`config.mk`:
```
export PLATFORM = sky130hd
export DESIGN_NAME = mux4x1_rr_sched
export DESIGN_NICKNAME = d
export VERILOG_FILES = /design/src/rtl/mux4x1_rr_sched.sv
export SDC_FILE = /design/constraint.sdc
export NUM_CORES = 1
export LEC_CHECK = 0
export CORE_ASPECT_RATIO = 0.6
export CORE_MARGIN = 4
export CORE_UTILIZATION = 49
export DETAILED_ROUTE_END_ITERATION = 12
export MAX_ROUTING_LAYER = met4
export PLACE_DENSITY_LB_ADDON = 0.08
export SLEW_MARGIN = 25
export SYNTH_ARGS = -nofsm -noshare
export SYNTH_HDL_FRONTEND = slang
export SYNTH_SLANG_ARGS = --single-unit
```
`constraint.sdc`:
```
create_clock -name clk -period 4.45 [get_ports clk]
set_input_delay 0.445 -clock clk [delete_from_list [all_inputs] [get_ports clk]]
set_output_delay 0.445 -clock clk [all_outputs]
set_load 0.005 [all_outputs]
```
`src/rtl/mux4x1_rr_sched.sv`:
```
// -----------------------------------------------------------------------------
// mux4x1_rr_sched
//
// Shares one DATA_W-bit output byte path between four lane requesters.
// Each lane has a one-entry holding register filled over a valid/ready
// handshake. A rotating-priority arbiter moves one held byte per cycle into
// a registered output stage that honours downstream backpressure.
//
// Ports:
//   clk        single clock for all state
//   reset      asynchronous, active-low reset
//   in0..in3   lane data, qualified by valid[i]
//   valid[3:0] per-lane valid
//   ready[3:0] per-lane ready (combinational, depends on out_ready)
//   out_ready  downstream accepts the output byte this cycle
//   out        scheduled byte (registered)
//   validout   out holds a valid byte (registered)
//   sel        lane index of the byte on out (registered)
// -----------------------------------------------------------------------------
module mux4x1_rr_sched #(
  parameter int DATA_W  = 8,
  parameter int PTR_RST = 0
) (
  input  logic              clk,
  input  logic              reset,
  input  logic [DATA_W-1:0] in0,
  input  logic [DATA_W-1:0] in1,
  input  logic [DATA_W-1:0] in2,
  input  logic [DATA_W-1:0] in3,
  input  logic [3:0]        valid,
  output logic [3:0]        ready,
  input  logic              out_ready,
  output logic [DATA_W-1:0] out,
  output logic              validout,
  output logic [1:0]        sel
);

  localparam logic [1:0] PTR_INIT = 2'(PTR_RST);

  logic [DATA_W-1:0] w_in [4];
  logic [DATA_W-1:0] r_hold [4];
  logic [3:0]        r_full;
  logic [1:0]        r_ptr;
  logic [DATA_W-1:0] r_out;
  logic              r_validout;
  logic [1:0]        r_sel;

  logic              w_free;
  logic              w_gnt_any;
  logic [1:0]        w_gnt_idx;
  logic [3:0]        w_grant;
  logic [3:0]        w_accept;

  assign w_in[0] = in0;
  assign w_in[1] = in1;
  assign w_in[2] = in2;
  assign w_in[3] = in3;

  // The output register can take a new byte when it is empty or is being
  // consumed this cycle.
  assign w_free = ~r_validout | out_ready;

  // Search lanes starting at the priority pointer; first full lane wins.
  always_comb begin
    logic [1:0] probe;
    w_gnt_any = 1'b0;
    w_gnt_idx = r_ptr;
    probe     = r_ptr;
    for (int k = 0; k < 4; k++) begin
      probe = r_ptr + 2'(k);
      if (w_free && !w_gnt_any && r_full[probe]) begin
        w_gnt_any = 1'b1;
        w_gnt_idx = probe;
      end
    end
  end

  assign w_grant = w_gnt_any ? (4'b0001 << w_gnt_idx) : 4'b0000;

  // A lane being drained this cycle can refill at the same edge, which lets
  // a single busy lane sustain one byte per clock.
  genvar gi;
  generate
    for (gi = 0; gi < 4; gi++) begin : g_lane
      assign ready[gi]    = ~r_full[gi] | w_grant[gi];
      assign w_accept[gi] = valid[gi] & ready[gi];
    end
  endgenerate

  // Holding registers: accept wins over drain so grant+accept stays full.
  always_ff @(posedge clk or negedge reset) begin
    if (!reset) begin
      r_full <= 4'b0000;
      for (int i = 0; i < 4; i++) begin
        r_hold[i] <= '0;
      end
    end else begin
      for (int i = 0; i < 4; i++) begin
        if (w_accept[i]) begin
          r_hold[i] <= w_in[i];
          r_full[i] <= 1'b1;
        end else if (w_grant[i]) begin
          r_full[i] <= 1'b0;
        end
      end
    end
  end

  // Output stage and priority pointer. When stalled everything holds; when
  // free without a grant only validout drops, out/sel keep their last value.
  always_ff @(posedge clk or negedge reset) begin
    if (!reset) begin
      r_out      <= '0;
      r_validout <= 1'b0;
      r_sel      <= 2'd0;
      r_ptr      <= PTR_INIT;
    end else if (w_free) begin
      if (w_gnt_any) begin
        r_out      <= r_hold[w_gnt_idx];
        r_validout <= 1'b1;
        r_sel      <= w_gnt_idx;
        r_ptr      <= w_gnt_idx + 2'd1;
      end else begin
        r_validout <= 1'b0;
      end
    end
  end

  assign out      = r_out;
  assign validout = r_validout;
  assign sel      = r_sel;

endmodule

```
== Yosys cells after proc, flatten, opt, wreduce, memory -nomap -nowiden ==
Cells that the tools add are included.

* Register bits after elaboration: 49
* Input port bits: 39
* Output and inout bits: 15
* Logic and storage cells: 80

* Add/subtract/negate cells: 4
* $lt $le $gt $ge: 5
* Shift operators: 1
* Mux-type cells: 28
* Bitwise operators: 15
* Reductions and logical operators: 15

{| class="wikitable"
|+ Operator list
! cell !! number
|-
| two-way mux 1 bit || 17
|-
| binary-select mux 8 bit (select 2 bit) || 1
|-
| two-way mux 8 bit || 2
|-
| less-than comparator 2 x 3 -> 1 bit, second input constant || 4
|-
| binary-select mux 1 bit (select 2 bit) || 4
|-
| nonzero test 2 bit || 4
|-
| logical AND 1 bit || 7
|-
| two-way mux 2 bit || 3
|-
| inverter 1 bit || 5
|-
| bitwise OR 1 bit || 5
|-
| adder 2 x 1 -> 2 bit, second input constant || 2
|-
| adder 2 bit, second input constant || 2
|-
| AND 1 bit || 4
|-
| two-way mux 4 bit || 1
|-
| << shifter 1 x 2 -> 4 bit, first input constant || 1
|-
| greater-or-equal comparator 3 bit, second input constant || 1
|-
| zero test 1 bit || 3
|-
| inverter 2 -> 3 bit || 1
|-
| AND reduction 2 bit || 1
|}

== Logic depth before layout (Yosys ltp) ==
Gate-level depths: netlist of the first run.

* Depth in word-level cells: 21
* Depth in mapped cells: 9
* Depth with buffers taken out: 6

== Worst setup path before layout of the first run ==
OpenSTA, ideal clock, no wires.

* Path type: flip-flop to output port
* Start: register r_full[2]
* End: output ready[1]
* Arrival time: 2.041 ns
* Data required time: 4.005 ns
* Path slack: 1.964 ns
* Stages on the path, launching flop included: 9
* Buffers on the path: 3
* Cells stage by stage: dfrtp_1 > buf_2 > mux2_2 > nor4_1 > a31o_2 > nor2_1 > buf_2 > buf_2 > o31ai_1

* Longest elaborated chain between the ends: 19
* Elaborated cells on any way between the ends: 28
* Those cells by class: 1 x shift; 16 x mux; 1 x bitwise; 10 x reduce/logical

{| class="wikitable"
|+ RTL lines
! what !! RTL line !! source
|-
| start, declared || 42 || <nowiki>logic [3:0] r_full;</nowiki>
|-
| start signal, assigned || 93 || <nowiki>r_full <= 4'b0000;</nowiki>
|-
| start signal, assigned by index || 101 || <nowiki>r_full[i] <= 1'b1;</nowiki>
|-
| start signal, assigned by index || 103 || <nowiki>r_full[i] <= 1'b0;</nowiki>
|-
| binary-select mux 1 bit (select 2 bit) || 71 || <nowiki>if (w_free && !w_gnt_any && r_full[probe]) begin</nowiki>
|-
| two-way mux 1 bit (implied by the code) || 71 ||
|-
| logical AND 1 bit || 71 ||
|-
| two-way mux 1 bit || 71 ||
|-
| zero test 1 bit || 71 ||
|-
| logical AND 1 bit (2 in series) || 71 ||
|-
| two-way mux 1 bit || 71 ||
|-
| zero test 1 bit || 71 ||
|-
| logical AND 1 bit (2 in series) || 71 ||
|-
| two-way mux 1 bit || 71 ||
|-
| zero test 1 bit || 71 ||
|-
| logical AND 1 bit (2 in series) || 71 ||
|-
| two-way mux 2 bit || 71 ||
|-
| << shifter 1 x 2 -> 4 bit || 78 || <nowiki>assign w_grant = w_gnt_any ? (4'b0001 << w_gnt_idx) : 4'b0000;</nowiki>
|-
| two-way mux 4 bit * || 78 ||
|-
| bitwise OR 1 bit * || 85 || <nowiki>assign ready[gi] = ~r_full[gi] | w_grant[gi];</nowiki>
|-
| end, declared || 31 || <nowiki>output logic [3:0] ready,</nowiki>
|}

Mark *: on every way between the ends. The rest lies on a longest branch, timed or not. The select of a mux whose other input is x is not followed.

== Worst setup path in the final report of the first run ==
* Start: register r_ptr[1]
* End: output ready[2]

* Longest elaborated chain between the ends: 19
* Elaborated cells on any way between the ends: 31
* Those cells by class: 3 x add/sub; 1 x shift; 16 x mux; 1 x bitwise; 10 x reduce/logical

{| class="wikitable"
|+ RTL lines
! what !! RTL line !! source
|-
| start, declared || 43 || <nowiki>logic [1:0] r_ptr;</nowiki>
|-
| start signal, assigned || 122 || <nowiki>r_ptr <= w_gnt_idx + 2'd1;</nowiki>
|-
| binary-select mux 1 bit (select 2 bit) || 71 ||
|-
| two-way mux 1 bit (implied by the code) || 71 ||
|-
| logical AND 1 bit || 71 ||
|-
| two-way mux 1 bit || 71 ||
|-
| zero test 1 bit || 71 ||
|-
| logical AND 1 bit (2 in series) || 71 ||
|-
| two-way mux 1 bit || 71 ||
|-
| zero test 1 bit || 71 ||
|-
| logical AND 1 bit (2 in series) || 71 ||
|-
| two-way mux 1 bit || 71 ||
|-
| zero test 1 bit || 71 ||
|-
| logical AND 1 bit (2 in series) || 71 ||
|-
| two-way mux 2 bit || 71 ||
|-
| << shifter 1 x 2 -> 4 bit || 78 ||
|-
| two-way mux 4 bit * || 78 ||
|-
| bitwise OR 1 bit * || 85 ||
|}

Marks and branches as above.

==> results of run 1 <==
## cell type report
| class | instances | share of cell area |
|---|---|---|
| flip-flops and latches | 49 | 0.388 |
| well taps | 63 | 0.0249 |
| repair buffers | 56 | 0.174 |
| inverters | 4 | 0.00475 |
| multi-input cells | 148 | 0.377 |
| clock buffers | 6 | 0.0261 |
| clock inverters | 2 | 0.00515 |
## cell families after synthesis
group | Yosys count | synth area share
AOI/OAI and AO/OA | 71 | 0.239
DFF | 49 | 0.491
and+or+nand+nor | 43 | 0.0882
muxes | 34 | 0.149
buffers and inverters | 16 | 0.0326
## per-stage QoR
step / cell area [um2] / std cells / worst slack (ns)
floorplan: 2500 / 213 / 1.96
global placement: 3060 / 320 / 1.07
detailed placement: 3060 / 320 / 1.04
CTS: 3160 / 328 / 1.00
global route: 3160 / 328 / 0.758
finish: 3160 / 328 / 1.01
## critical path, stage by stage (launching register included)
cell             delay (ns)
dfrtp_1                0.55
mux2i_1                0.36
nor4_1                 0.10
a31oi_1                0.51
nand3_1                0.32
o21ai_0                0.31
clkdlybuf4s50_1        0.55
## sequential cells by signal, indices dropped and copies added, names as in the netlist
register	flops
r_hold	32
out	8
r_full	4
r_ptr	2
sel	2
validout	1
## where the power goes
part	internal [mW]	switching, mW
Combinational	0.531	0.444
Clock	0.128	0.152
Sequential	0.659	0.168
## placed cells by master (no fill, tap or decap), types with 7 or more instances in the layout
cell | Yosys | final
mux2i_1 | 9 | 9
mux2_2 | 25 | 25
nand2b_1 | 7 | 7
clkdlybuf4s50_1 | 0 | 52
nor2_1 | 12 | 11
o21ai_0 | 7 | 7
nand2_1 | 8 | 8
a31o_2 | 11 | 11
o211a_1 | 8 | 8
dfrtp_1 | 49 | 49
## worst max-delay path by stage
stage | from | endpoint | slack [ns] | depth (start not counted)
5_1_grt | r_ptr[1]$_DFFE_PN0P_ | ready[2] | 0.76 | 6
6_report | r_ptr[1]$_DFFE_PN0P_ | ready[2] | 1.01 | 6
2_1_floorplan | r_full[2]$_DFFE_PN0P_ | ready[1] | 1.96 | 8
3_3_place_gp | out_ready | ready[2] | 1.07 | 7
3_5_place_dp | out_ready | ready[3] | 1.04 | 7
4_1_cts | r_ptr[1]$_DFFE_PN0P_ | ready[2] | 1.00 | 6
## metal layers
metal | global-route usage | up-vias | wire length, um
li1 | - | 915 | -
met1 | 0.301 | 888 | 2930
met2 | 0.257 | 78 | 2340
met3 | 0.0507 | 2 | 543
met4 | 0.0286 | 0 | 16
met5 | - | - | 0
==> results.yml, run 1 <==
routing:
  avgRoutedWirePerCell_um: 17.8
  drt_first_pass_iters: 4
  vias: 1883
  final_antenna_net_count: 0
  viasPerCell: 5.74
  wirelength_mm: 5.83
  drc: 0
  initialDrtViolationCount: 100
timing:
  setup_viol: 0
  rsz0062_at_grt: "false"
  fmax_mhz: 290
  fin_crit_sh: 0.774
  fin_hold_ws_ns: 0.132
  setup_tns_ns: 0
  min_period_ns: 3.44
  drv_slew: 0
  tightestPinTransition_ns: 0.780
  relSlewSlack: 0.467
  fin_skew_ns: 0.00740
  finalHoldViolations: 0
final_layout:
  n_antenna_cell: 0
  postLayoutCoreUtil: 0.665
  syn2layout_area_growth_pct: 26.6
  multi_input_area_um2: 1190
  drive_above_1_share: 0.208
  regArea_um2: 1230
  fill_cells: 398
  layout.nets: 303
global_route:
  antenna_found_initial: 0
  grt_pass1_vias: 1791
  grt_pass1_wl_mm: 9.45
  grt_util_all_layers: 0.194
  overflow: 0
  grt_max_degree: 50
floorplan:
  coreArea_um2: 4750
  start_util: 0.525
  die_x_um: 100
  rows: 19
  die_area_um2: 6340
  io_pins: 54
  dieHeight_um: 63.3
setup_path:
  cp_data_arrival_time_ns: 3.00
  crit_required_ns: 4.01
  critPathLaunchType: "flop"
  endpoint_kind: "primary output"
  r2r_start: "r_ptr[1]$_DFFE_PN0P_"
  path_class: "flop to primary output"
  reg2reg_depth: 7
  r2r_slack_ns: 1.65
  r2r_end: "out[7]$_DFFE_PN0P_"
  cp_max_fo: 11
clocking:
  clkSinkCount: 49
  clkTransAtPathRegs_ns: 0.09
  cts_tree: "yes"
  cts.path.max_buffers: 2
  postCtsSetupBuffers: 0
  root_buffer: "clkbuf_8"
  cts_repair_resize_count: 0
  h-tree-depth: 2
  insertion_delay_ns: 0.30
  cts_hold_buf: 0
  cts_buffers: 5
placement:
  port-buffer-count: 53
  gp_congestion: 0.903
  dp_hpwl_mm: 4.34
logic_synthesis:
  yosysMostFrequentCell: "dfrtp_1"
  synthCells: 213
  yosysWarnings: 0
  ys_seq_elements: 49
  yosysTopAreaCellShare: 0.491
  ys_async_sr_fraction: 1.00
  synth_area_leader_cell: "dfrtp_1"
  synth_area_um2: 2500
  ys.flop_type: "dfrtp_1"
  synth_nets: 252
  synthTopCellsByArea: "dfrtp_1 (49%), mux2_2 (11%), a31o_2 (3.9%), mux2i_1 (3.6%), o211a_1 (3.2%)"
  synth-edff-count: 0
  ys_seq_area_frac: 0.491
  synthTopCellsByCount: "dfrtp_1 (49), mux2_2 (25), nor2_1 (12)"
  avgSynthCellArea_um2: 11.7
  synth_cell_types: 42
power:
  power.total_mw: 2.08
  powerDensity_nw_per_um2: 659
  vdd_drop_max_mv: 0.340
  power_leakage_nw: 1.31
status:
  outcome: "completed"
worst_hold_path:
  hold_path.class: "primary input to async pin"
flow_run:
  drv_cap: 0
Note: power is estimated with default switching activity, not from simulation.
==> run 2: changes to the inputs <==
- clock period: 4.45 -> 3.4 ns (I/O delays scaled with it)
==> results.yml, run 2 (synthesis gave the netlist of run 1 again) <==
clocking:
  cts_buffers: 5
  cts_hold_buf: 0
  cts_repair_resize_count: 0
  insertion_delay_ns: 0.29
  cts_tree: "yes"
  clkTransAtPathRegs_ns: 0.09
  root_buffer: "clkbuf_8"
  h-tree-depth: 2
  postCtsSetupBuffers: 0
  cts.path.max_buffers: 2
  clkSinkCount: 49
power:
  powerDensity_nw_per_um2: 881
  power_leakage_nw: 1.34
  vdd_drop_max_mv: 0.397
  power.total_mw: 2.82
timing:
  fin_skew_ns: 0.00453
  setup_tns_ns: 0
  rsz0062_at_grt: "false"
  tightestPinTransition_ns: 0.842
  fin_crit_sh: 0.939
  finalHoldViolations: 0
  min_period_ns: 3.19
  relSlewSlack: 0.424
  drv_slew: 0
  setup_viol: 0
  fin_ws_ns: 0.206
  fmax_mhz: 313
floorplan:
  die_area_um2: 6340
  io_pins: 54
  start_util: 0.525
  die_x_um: 100
  coreArea_um2: 4750
  rows: 19
  dieHeight_um: 63.3
placement:
  dp_hpwl_mm: 4.32
  gp_congestion: 0.921
  dp_slack_ns: 0.398
  placed_area_um2: 3080
  port-buffer-count: 53
setup_path:
  startpoint: "r_ptr[1]$_DFFE_PN0P_"
  crit_end: "ready[1]"
  r2r_end: "r_hold[20]$_DFFE_PN0P_"
  path_class: "flop to primary output"
  endpoint_kind: "primary output"
  r2r_start: "r_ptr[1]$_DFFE_PN0P_"
  critPathLaunchType: "flop"
  crit_required_ns: 3.06
  r2r_slack_ns: 0.62
  reg2reg_depth: 6
  cp_max_fo: 11
  cp_data_arrival_time_ns: 2.85
global_route:
  overflow: 0
  grt_max_degree: 50
  grt_pass1_vias: 1837
  grt_util_all_layers: 0.200
  grt_pass1_wl_mm: 9.65
  antenna_found_initial: 0
flow_run:
  drv_cap: 0
final_layout:
  final_cell_area_um2: 3200
  multi_input_area_um2: 1190
  layout_common_cells: "clkdlybuf4s50_1 (52), dfrtp_1 (49), mux2_2 (25), nor2_1 (11), a31o_2 (11)"
  max_flop_register: "r_hold"
  postLayoutCoreUtil: 0.673
  final_common_cell: "clkdlybuf4s50_1"
  regArea_um2: 1230
  fill_cells: 379
  layout.nets: 306
  syn2layout_area_growth_pct: 28.2
  n_antenna_cell: 0
  drive_above_1_share: 0.213
  largest_reg_flops: 32
routing:
  viasPerCell: 5.89
  vias: 1951
  avgRoutedWirePerCell_um: 17.9
  wirelength_mm: 5.94
  drc: 0
  drt_first_pass_iters: 4
  initialDrtViolationCount: 170
  final_antenna_net_count: 0
worst_hold_path:
  hold_path.class: "primary input to async pin"
status:
  outcome: "completed"
-- run 2: cell count changes in the layout (fill, tap and decap cells not counted), sizes merged --
cell      previous run  this run
bufinv               0         1
buf                  4         7
clkinvlp             1         0
clkbuf               6         7
inv                  5         4
-- run 2: power breakdown --
part	switching, mW	internal [mW]
Sequential	0.225	0.863
Clock	0.189	0.240
Combinational	0.597	0.706
-- run 2: routing by layer --
metal / GRT usage / up-vias / share of wire
met5: - / - / 0
met4: 0.0319 / 0 / 0.0049
met3: 0.0496 / 7 / 0.088
met2: 0.268 / 83 / 0.42
met1: 0.307 / 940 / 0.49
li1: - / 921 / -
-- run 2: worst max-delay path, stage by stage (launching register included) --
cell             delay [ns]
dfrtp_1                0.56
mux2_2                 0.39
nor4_1                 0.33
a31o_2                 0.21
nor2_2                 0.14
o31ai_1                0.37
clkdlybuf4s50_1        0.56
-- run 2: worst min path at each step --
stage | to | slack, ns
after global routing | out[4]$_DFFE_PN0P_ | 0.1
final | r_hold[4]$_DFFE_PN0P_ | 0.05
after CTS | out[2]$_DFFE_PN0P_ | 0.07
after floorplan | out[0]$_DFFE_PN0P_ | 0.04
after detailed placement | r_hold[4]$_DFFE_PN0P_ | 0.39
after global placement | sel[1]$_DFFE_PN0P_ | 0.47
-- run 2: final cells by class --
| class | instances | share of cell area |
|---|---|---|
| well taps | 63 | 0.0246 |
| clock inverters | 1 | 0.00938 |
| clock buffers | 7 | 0.0270 |
| flip-flops and latches | 49 | 0.383 |
| multi-input cells | 148 | 0.372 |
| repair buffers | 59 | 0.179 |
| inverters | 4 | 0.00469 |
-- run 2: stage by stage --
stage	std cells	hold WS [ns]
6_report	331	0.0482
5_1_grt	331	0.0977
4_1_cts	331	0.0694
3_5_place_dp	323	0.394
3_3_place_gp	323	0.467
2_1_floorplan	213	0.0444
